--- src/rtl/mips_ctrl_pkg.sv ---
// Shared encodings for the multicycle MIPS controller, datapath muxes and ALU control.
// Also holds the per-state Moore output table used by the FSM.
package mips_ctrl_pkg;

   typedef enum logic [3:0] {
      S_IDLE, S_FETCH, S_DECODE, S_MEMADR, S_MEMRD, S_MEMWB, S_MEMWR,
      S_EXEC, S_RWB, S_BRANCH, S_ADDIEX, S_ADDIWB, S_JUMP, S_HALT
   } state_t;

   localparam logic [5:0] OP_RTYPE = 6'b000000;
   localparam logic [5:0] OP_LW    = 6'b100011;
   localparam logic [5:0] OP_SW    = 6'b101011;
   localparam logic [5:0] OP_BEQ   = 6'b000100;
   localparam logic [5:0] OP_ADDI  = 6'b001000;
   localparam logic [5:0] OP_J     = 6'b000010;

   typedef enum logic [1:0] {SRCB_REG, SRCB_FOUR, SRCB_IMM, SRCB_IMM_SH2} alu_src_b_t;
   typedef enum logic [1:0] {ALU_ADD, ALU_SUB, ALU_FUNCT, ALU_RSVD} alu_op_t;
   typedef enum logic [1:0] {PC_ALU, PC_ALUOUT, PC_JUMP, PC_RSVD} pc_src_t;

   typedef struct packed {
      logic       pc_write;
      logic       iord;
      logic       mem_read;
      logic       mem_write;
      logic       reg_dst;
      logic       mem_to_reg;
      logic       reg_write;
      logic       alu_src_a;
      logic [1:0] alu_src_b;
      logic [1:0] alu_op;
      logic [1:0] pc_src;
      logic       instr_done;
   } ctrl_t;

   function automatic logic is_legal(input logic [5:0] op);
      return (op == OP_RTYPE) || (op == OP_LW) || (op == OP_SW) ||
             (op == OP_BEQ) || (op == OP_ADDI) || (op == OP_J);
   endfunction

   // Handshake-qualified strobes (ir_write, FETCH pc_write, BRANCH pc_write,
   // MEMWR instr_done) are added in the FSM; this table holds only the
   // state-only part.
   function automatic ctrl_t ctrl_for(input state_t s);
      ctrl_t c;
      c = '0;
      case (s)
         S_FETCH: begin
            c.mem_read  = 1'b1;
            c.alu_src_b = SRCB_FOUR;
         end
         S_DECODE:  c.alu_src_b = SRCB_IMM_SH2;
         S_MEMADR, S_ADDIEX: begin
            c.alu_src_a = 1'b1;
            c.alu_src_b = SRCB_IMM;
         end
         S_MEMRD: begin
            c.iord     = 1'b1;
            c.mem_read = 1'b1;
         end
         S_MEMWB: begin
            c.mem_to_reg = 1'b1;
            c.reg_write  = 1'b1;
            c.instr_done = 1'b1;
         end
         S_MEMWR: begin
            c.iord      = 1'b1;
            c.mem_write = 1'b1;
         end
         S_EXEC: begin
            c.alu_src_a = 1'b1;
            c.alu_op    = ALU_FUNCT;
         end
         S_RWB: begin
            c.reg_dst    = 1'b1;
            c.reg_write  = 1'b1;
            c.instr_done = 1'b1;
         end
         S_BRANCH: begin
            c.alu_src_a  = 1'b1;
            c.alu_op     = ALU_SUB;
            c.pc_src     = PC_ALUOUT;
            c.instr_done = 1'b1;
         end
         S_ADDIWB: begin
            c.reg_write  = 1'b1;
            c.instr_done = 1'b1;
         end
         S_JUMP: begin
            c.pc_src     = PC_JUMP;
            c.pc_write   = 1'b1;
            c.instr_done = 1'b1;
         end
         default: c = '0;
      endcase
      return c;
   endfunction

endpackage

--- src/rtl/mem_wait_timer.sv ---
// Counts consecutive cycles spent waiting on mem_ready and flags the cycle in
// which the wait budget is exhausted with memory still not ready.
module mem_wait_timer #(
   parameter int MEM_WAIT_MAX = 15
) (
   input  logic clk,
   input  logic rst,
   input  logic waiting,
   input  logic mem_ready,
   output logic timeout
);

   localparam logic [7:0] TC = 8'(MEM_WAIT_MAX - 1);

   logic [7:0] wait_cnt;

   // Held at zero outside the wait states, so every entry starts from zero.
   always_ff @(posedge clk or posedge rst) begin
      if (rst)                      wait_cnt <= '0;
      else if (!waiting || mem_ready) wait_cnt <= '0;
      else                          wait_cnt <= wait_cnt + 8'd1;
   end

   assign timeout = waiting && !mem_ready && (wait_cnt == TC);

endmodule

--- src/rtl/multicycle_ctrl_fsm.sv ---
// Moore control FSM for the multicycle MIPS datapath with memory-ready
// handshake, illegal-opcode flag and sticky timeout halt.
//
// state  | meaning
// IDLE   | one cycle after reset
// FETCH  | read instruction at PC, PC+4 and IR load on mem_ready
// DECODE | precompute branch target, dispatch on opcode
// MEMADR | compute load/store address
// MEMRD  | load read, wait on mem_ready
// MEMWB  | load writeback to rt
// MEMWR  | store write, wait on mem_ready
// EXEC   | R-type ALU operation
// RWB    | R-type writeback to rd
// BRANCH | compare, PC <= ALUOut when zero
// ADDIEX | ADDI add immediate
// ADDIWB | ADDI writeback to rt
// JUMP   | PC <= jump target
// HALT   | memory timeout, terminal until rst
module multicycle_ctrl_fsm
   import mips_ctrl_pkg::*;
#(
   parameter int MEM_WAIT_MAX = 15
) (
   input  logic       clk,
   input  logic       rst,
   input  logic [5:0] opcode,
   input  logic       zero,
   input  logic       mem_ready,
   output logic       pc_write,
   output logic       iord,
   output logic       mem_read,
   output logic       mem_write,
   output logic       ir_write,
   output logic       reg_dst,
   output logic       mem_to_reg,
   output logic       reg_write,
   output logic       alu_src_a,
   output logic [1:0] alu_src_b,
   output logic [1:0] alu_op,
   output logic [1:0] pc_src,
   output logic       instr_done,
   output logic       illegal_op,
   output logic       halted
);

   state_t state, state_nxt;
   ctrl_t  ctrl_q;
   logic   waiting, timeout;

   assign waiting = (state == S_FETCH) || (state == S_MEMRD) || (state == S_MEMWR);

   mem_wait_timer #(.MEM_WAIT_MAX(MEM_WAIT_MAX)) u_timer (
      .clk       (clk),
      .rst       (rst),
      .waiting   (waiting),
      .mem_ready (mem_ready),
      .timeout   (timeout)
   );

   always_comb begin
      state_nxt = state;
      case (state)
         S_IDLE:   state_nxt = S_FETCH;
         S_FETCH:  if (mem_ready) state_nxt = S_DECODE;
                   else if (timeout) state_nxt = S_HALT;
         S_DECODE: begin
            case (opcode)
               OP_LW, OP_SW: state_nxt = S_MEMADR;
               OP_RTYPE:     state_nxt = S_EXEC;
               OP_BEQ:       state_nxt = S_BRANCH;
               OP_ADDI:      state_nxt = S_ADDIEX;
               OP_J:         state_nxt = S_JUMP;
               default:      state_nxt = S_FETCH;
            endcase
         end
         S_MEMADR: state_nxt = (opcode == OP_LW) ? S_MEMRD : S_MEMWR;
         S_MEMRD:  if (mem_ready) state_nxt = S_MEMWB;
                   else if (timeout) state_nxt = S_HALT;
         S_MEMWR:  if (mem_ready) state_nxt = S_FETCH;
                   else if (timeout) state_nxt = S_HALT;
         S_EXEC:   state_nxt = S_RWB;
         S_ADDIEX: state_nxt = S_ADDIWB;
         S_MEMWB, S_RWB, S_BRANCH, S_ADDIWB, S_JUMP: state_nxt = S_FETCH;
         S_HALT:   state_nxt = S_HALT;
         default:  state_nxt = S_IDLE;
      endcase
   end

   // Outputs are registered from the next state so they line up with it.
   always_ff @(posedge clk or posedge rst) begin
      if (rst) begin
         state  <= S_IDLE;
         ctrl_q <= '0;
         halted <= 1'b0;
      end else begin
         state  <= state_nxt;
         ctrl_q <= ctrl_for(state_nxt);
         halted <= (state_nxt == S_HALT);
      end
   end

   assign ir_write   = (state == S_FETCH) && mem_ready;
   assign pc_write   = ctrl_q.pc_write || ir_write || ((state == S_BRANCH) && zero);
   assign instr_done = ctrl_q.instr_done || ((state == S_MEMWR) && mem_ready);
   assign illegal_op = (state == S_DECODE) && !is_legal(opcode);
   assign iord       = ctrl_q.iord;
   assign mem_read   = ctrl_q.mem_read;
   assign mem_write  = ctrl_q.mem_write;
   assign reg_dst    = ctrl_q.reg_dst;
   assign mem_to_reg = ctrl_q.mem_to_reg;
   assign reg_write  = ctrl_q.reg_write;
   assign alu_src_a  = ctrl_q.alu_src_a;
   assign alu_src_b  = ctrl_q.alu_src_b;
   assign alu_op     = ctrl_q.alu_op;
   assign pc_src     = ctrl_q.pc_src;

endmodule

--- config.mk ---
export PLATFORM = sky130hd
export DESIGN_NAME = multicycle_ctrl_fsm
export DESIGN_NICKNAME = d
export VERILOG_FILES = /design/src/rtl/mips_ctrl_pkg.sv /design/src/rtl/mem_wait_timer.sv /design/src/rtl/multicycle_ctrl_fsm.sv
export SDC_FILE = /design/constraint.sdc
export NUM_CORES = 1
export LEC_CHECK = 0
export CORE_MARGIN = 2
export CORE_UTILIZATION = 45
export DETAILED_ROUTE_END_ITERATION = 6
export DONT_BUFFER_PORTS = 1
export PLACE_DENSITY_LB_ADDON = 0.25
export RECOVER_POWER = 50
export SYNTH_ARGS = -nofsm -noshare
export SYNTH_HDL_FRONTEND = slang
export SYNTH_HIERARCHICAL = 1
export SYNTH_SLANG_ARGS = --single-unit
--- constraint.sdc ---
create_clock -name clk -period 3.95 [get_ports clk]
set_input_delay 0.79 -clock clk [delete_from_list [all_inputs] [get_ports clk]]
set_output_delay 0.79 -clock clk [all_outputs]
set_load 0.1 [all_outputs]
==> parameters.txt <==
Parameter                              Value

Finish
  Share of post-route cells with drive strength above 1 ... 17.5%
  Highest-count cells in the layout ignoring fill and taps ... sky130_fd_sc_hd__dfrtp_1 (26), sky130_fd_sc_hd__nor2_1 (17), sky130_fd_sc_hd__nand2_1 (10), sky130_fd_sc_hd__nand2b_1 (7), sky130_fd_sc_hd__buf_4 (6)
  Number of flip-flops in the largest register ... 8
  Number of nets in the layout ... roughly 170
  Area delta synth->final ... 3.34%
  Number of diodes ... 0
  Fillcell total ... 340
  Final design utilization ... around 48%
  Biggest regs ... u_timer/wait_cnt x8, state x4
  Largest reg by FF count ... u_timer/wait_cnt
  Most common cell after layout, fill and taps aside ... sky130_fd_sc_hd__dfrtp_1

Setup path
  CP max FO ... 14
  Slowest-stage cell, CP ... sky130_fd_sc_hd__dfrtp_1
  Critical path capture point type ... flop
  Cell type group with the largest total delay on the critical path ... simple AND/OR/NAND/NOR gates
  Delay contributed by the slowest stage of the critical path ... 540 ps
  List of cells traversed by the critical path ... or3b_1 -> a21oi_1 -> nor2b_1 -> nand4_1 -> nor4b_1 -> buf_4 -> or4bb_1 -> a221oi_1 -> a211o_2 -> xnor2_1 -> o221ai_2
  Req. time, crit path ... 4160 ps
  Worst Path Buf+Inv ... 1
  Critical Setup Path Class ... reg2reg
  Critical path launch point type ... flop
  Crit path DAT ... 3680 ps

Global routing
  Gr ovfl total ... 0
  Pin count of the biggest net entering global routing ... 20
  Number of antenna violations at the first check in global routing ... 0
  All-layer global routing usage ... 15.9%
  Vias in the first global route ... 1073
  Global-route wire length before repair ... 5000 microns

Clock network
  Clock edge transition at the registers on the reported setup and hold paths ... 150 ps
  Number of buffers added by the clock tree synthesis step ... 3
  Total setup buffers inserted after CTS ... 0
  Clock root buffer ... sky130_fd_sc_hd__clkbuf_4
  TritonCTS clock tree ... yes
  Number of hold buffers added after cts ... 0
  Clock latency on the worst-skew pair ... 310 ps
  Sink count of the clock tree ... 27
  Post-CTS sizing ... 0
  CTS max path bufs ... 2
  H-tree Lvls ... 1

Yosys
  Synthesized area divided by synthesized cell count ... 9.72 sq um
  Number of synthesized flops with an enable pin ... 0
  Distinct cell type count of the synthesized netlist ... between 50 and 60
  Share of synthesized flip-flops with an asynchronous set or reset ... 100%
  Number of warning messages in the yosys log ... 6
  Synthesized netlist cell count ... 158
  Count of state elements after synthesis ... 27
  Total nets after synthesis ... between 150 and 200
  Proportion of synthesized chip area in sequential cells ... 44.0%
  Netlist area before placement ... 1540 sq um
  Prevailing post-synth register cell ... sky130_fd_sc_hd__dfrtp_1

Detailed routing
  Wire length reported by the detailed router ... 2950 microns
  Mean routed wirelength per cell ... 14.7 microns
  DRC violation total after the first TritonRoute iteration ... 39
  Pre-Repair DR Iteration Count ... 4
  Final antenna-violating net count ... 0
  Drt drc ... 0
  Vias per cell ... roughly 5.7
  Vias ... 1136

Die
  Site Rows ... 21
  Area of the core ... 3310 sq um
  Starting utilization of the core area ... 46.4%
  DIE WIDTH ... 62.4 microns
  Die H ... 62.4 microns
  IO Count ... 28
  Overall die area ... 3900 sq um

Power
  Power per unit of standard cell area ... 839 nW/um^2
  Leakage component of the power ... 0.663 nW
  Peak supply drop ... 0.549 mV

Timing
  Count of final hold-check violations ... 0
  Pin slew with the least headroom to its limit ... between 900 and 1000 ps
  Normalized max-slew margin ... 37.6%
  Crit share post-route ... slightly below 90%
  Hold Worst Slack ... 285 ps
  Max-slew violation count ... 0
  Max Fclk ... 288 MHz
  Post-Route Skew ... 7.76 ps
  Setup violators final ... 0
  Setup_tns ... 0 ps
  RSZ-0062 raised after global routing ... false
  Post-layout min period ... 3470 ps

Place
  IO Port Bufs ... 0
  Routability congestion estimate from global placement ... roughly 0.93
  Post-detailed-placement half-perimeter wirelength ... 2080 microns

Hold path
  Worst min-delay path class ... in2async

Flow run
  Number of violations of the max-capacitance limit ... 0

Outcome
  Result of the run ... finished clean
-- layout make-up --
cell class              instances  area, sq um  share of cell area, %
inverters                       6         22.5                   1.42
flip-flops and latches         27          677                   42.6
repair buffers                  6         45.0                   2.84
clock buffers                   4         26.3                   1.65
multi-input cells             111          759                   47.8
well taps                      46         57.6                   3.62
-- cell usage after synthesis (all sizes together), types with 3 or more instances --
cell type  number  share of area [%]
nand4           5                2.9
a21oi           6                2.0
inv             6                1.5
nor2           18                4.4
or4             4                2.2
nor3            3                1.3
buf            12                5.3
nand2          10                2.4
or3             4                1.6
dfrtp          27                 44
nand3           4                1.3
xnor2           4                2.3
xor2            3                1.7
nand2b          8                3.4
o21ai           6                2.0
nor2b           4                1.6
nor4b           4                3.1
-- path summary, 6_finish.rpt --
| check | to | slack, ps | cells past startpoint | startpoint |
|---|---|---|---|---|
| hold / removal | u_timer/wait_cnt[7]$_DFF_PP0_ | 280 | 1 | rst |
| setup reg to reg | ctrl_q[0]$_DFF_PP0_ | 480 | 11 | state[2]$_DFF_PP0_ |
| min in group clk | u_timer/wait_cnt[0]$_DFF_PP0_ | 530 | 1 | u_timer/wait_cnt[0]$_DFF_PP0_ |
| max in group asynchronous | pc_src[0]$_DFF_PP0_ | 3010 | 1 | rst |
| hold reg to reg | u_timer/wait_cnt[0]$_DFF_PP0_ | 530 | 1 | u_timer/wait_cnt[0]$_DFF_PP0_ |
| setup / recovery | ctrl_q[0]$_DFF_PP0_ | 480 | 11 | state[2]$_DFF_PP0_ |
-- worst register-to-register path: cells and delay by family, from the launching register on --
kind	cells	cell delay (ps)
simple gates	5	1590
compound gates	4	880
buf+inv	1	180
flops	1	540
xor+xnor	1	170
-- stage by stage --
stage | total power, mW | area (sq um) | setup WS [ps] | instances
6_report | 1.33 | 1590 | 479 | 200
5_1_grt | 1.40 | 1590 | 236 | 200
4_1_cts | 1.33 | 1590 | 508 | 200
3_5_place_dp | 1.21 | 1560 | 550 | 196
3_3_place_gp | 1.21 | 1560 | 650 | 196
2_1_floorplan | 1.14 | 1540 | 455 | 158
-- logic make-up (layout without fill, tap and decap cells) --
group,after synthesis,count (layout),share of synthesized area (%)
AND/OR/NAND/NOR,71,71,28.5
AO/OA/AOI/OAI,31,31,14.7
flip-flops,27,27,44.0
buffers and inverters,20,16,7.25
XOR/XNOR,7,7,3.99
adder cells (fa/ha/maj),2,2,1.63
-- report_power, final --
| part | total, mW | internal, mW | switching [mW] |
|---|---|---|---|
| logic | 0.573 | 0.191 | 0.382 |
| registers | 0.642 | 0.333 | 0.309 |
| clock network | 0.117 | 0.0394 | 0.0779 |
| total | 1.33 | 0.563 | 0.769 |
-- metal layers --
layer  global-route usage [%]  wire, microns
met1                     22.1           1420
met2                     25.4           1380
met3                     4.50            134
met4                     2.50             12
met5                        0              0
Power figures use the tool's default switching activity.
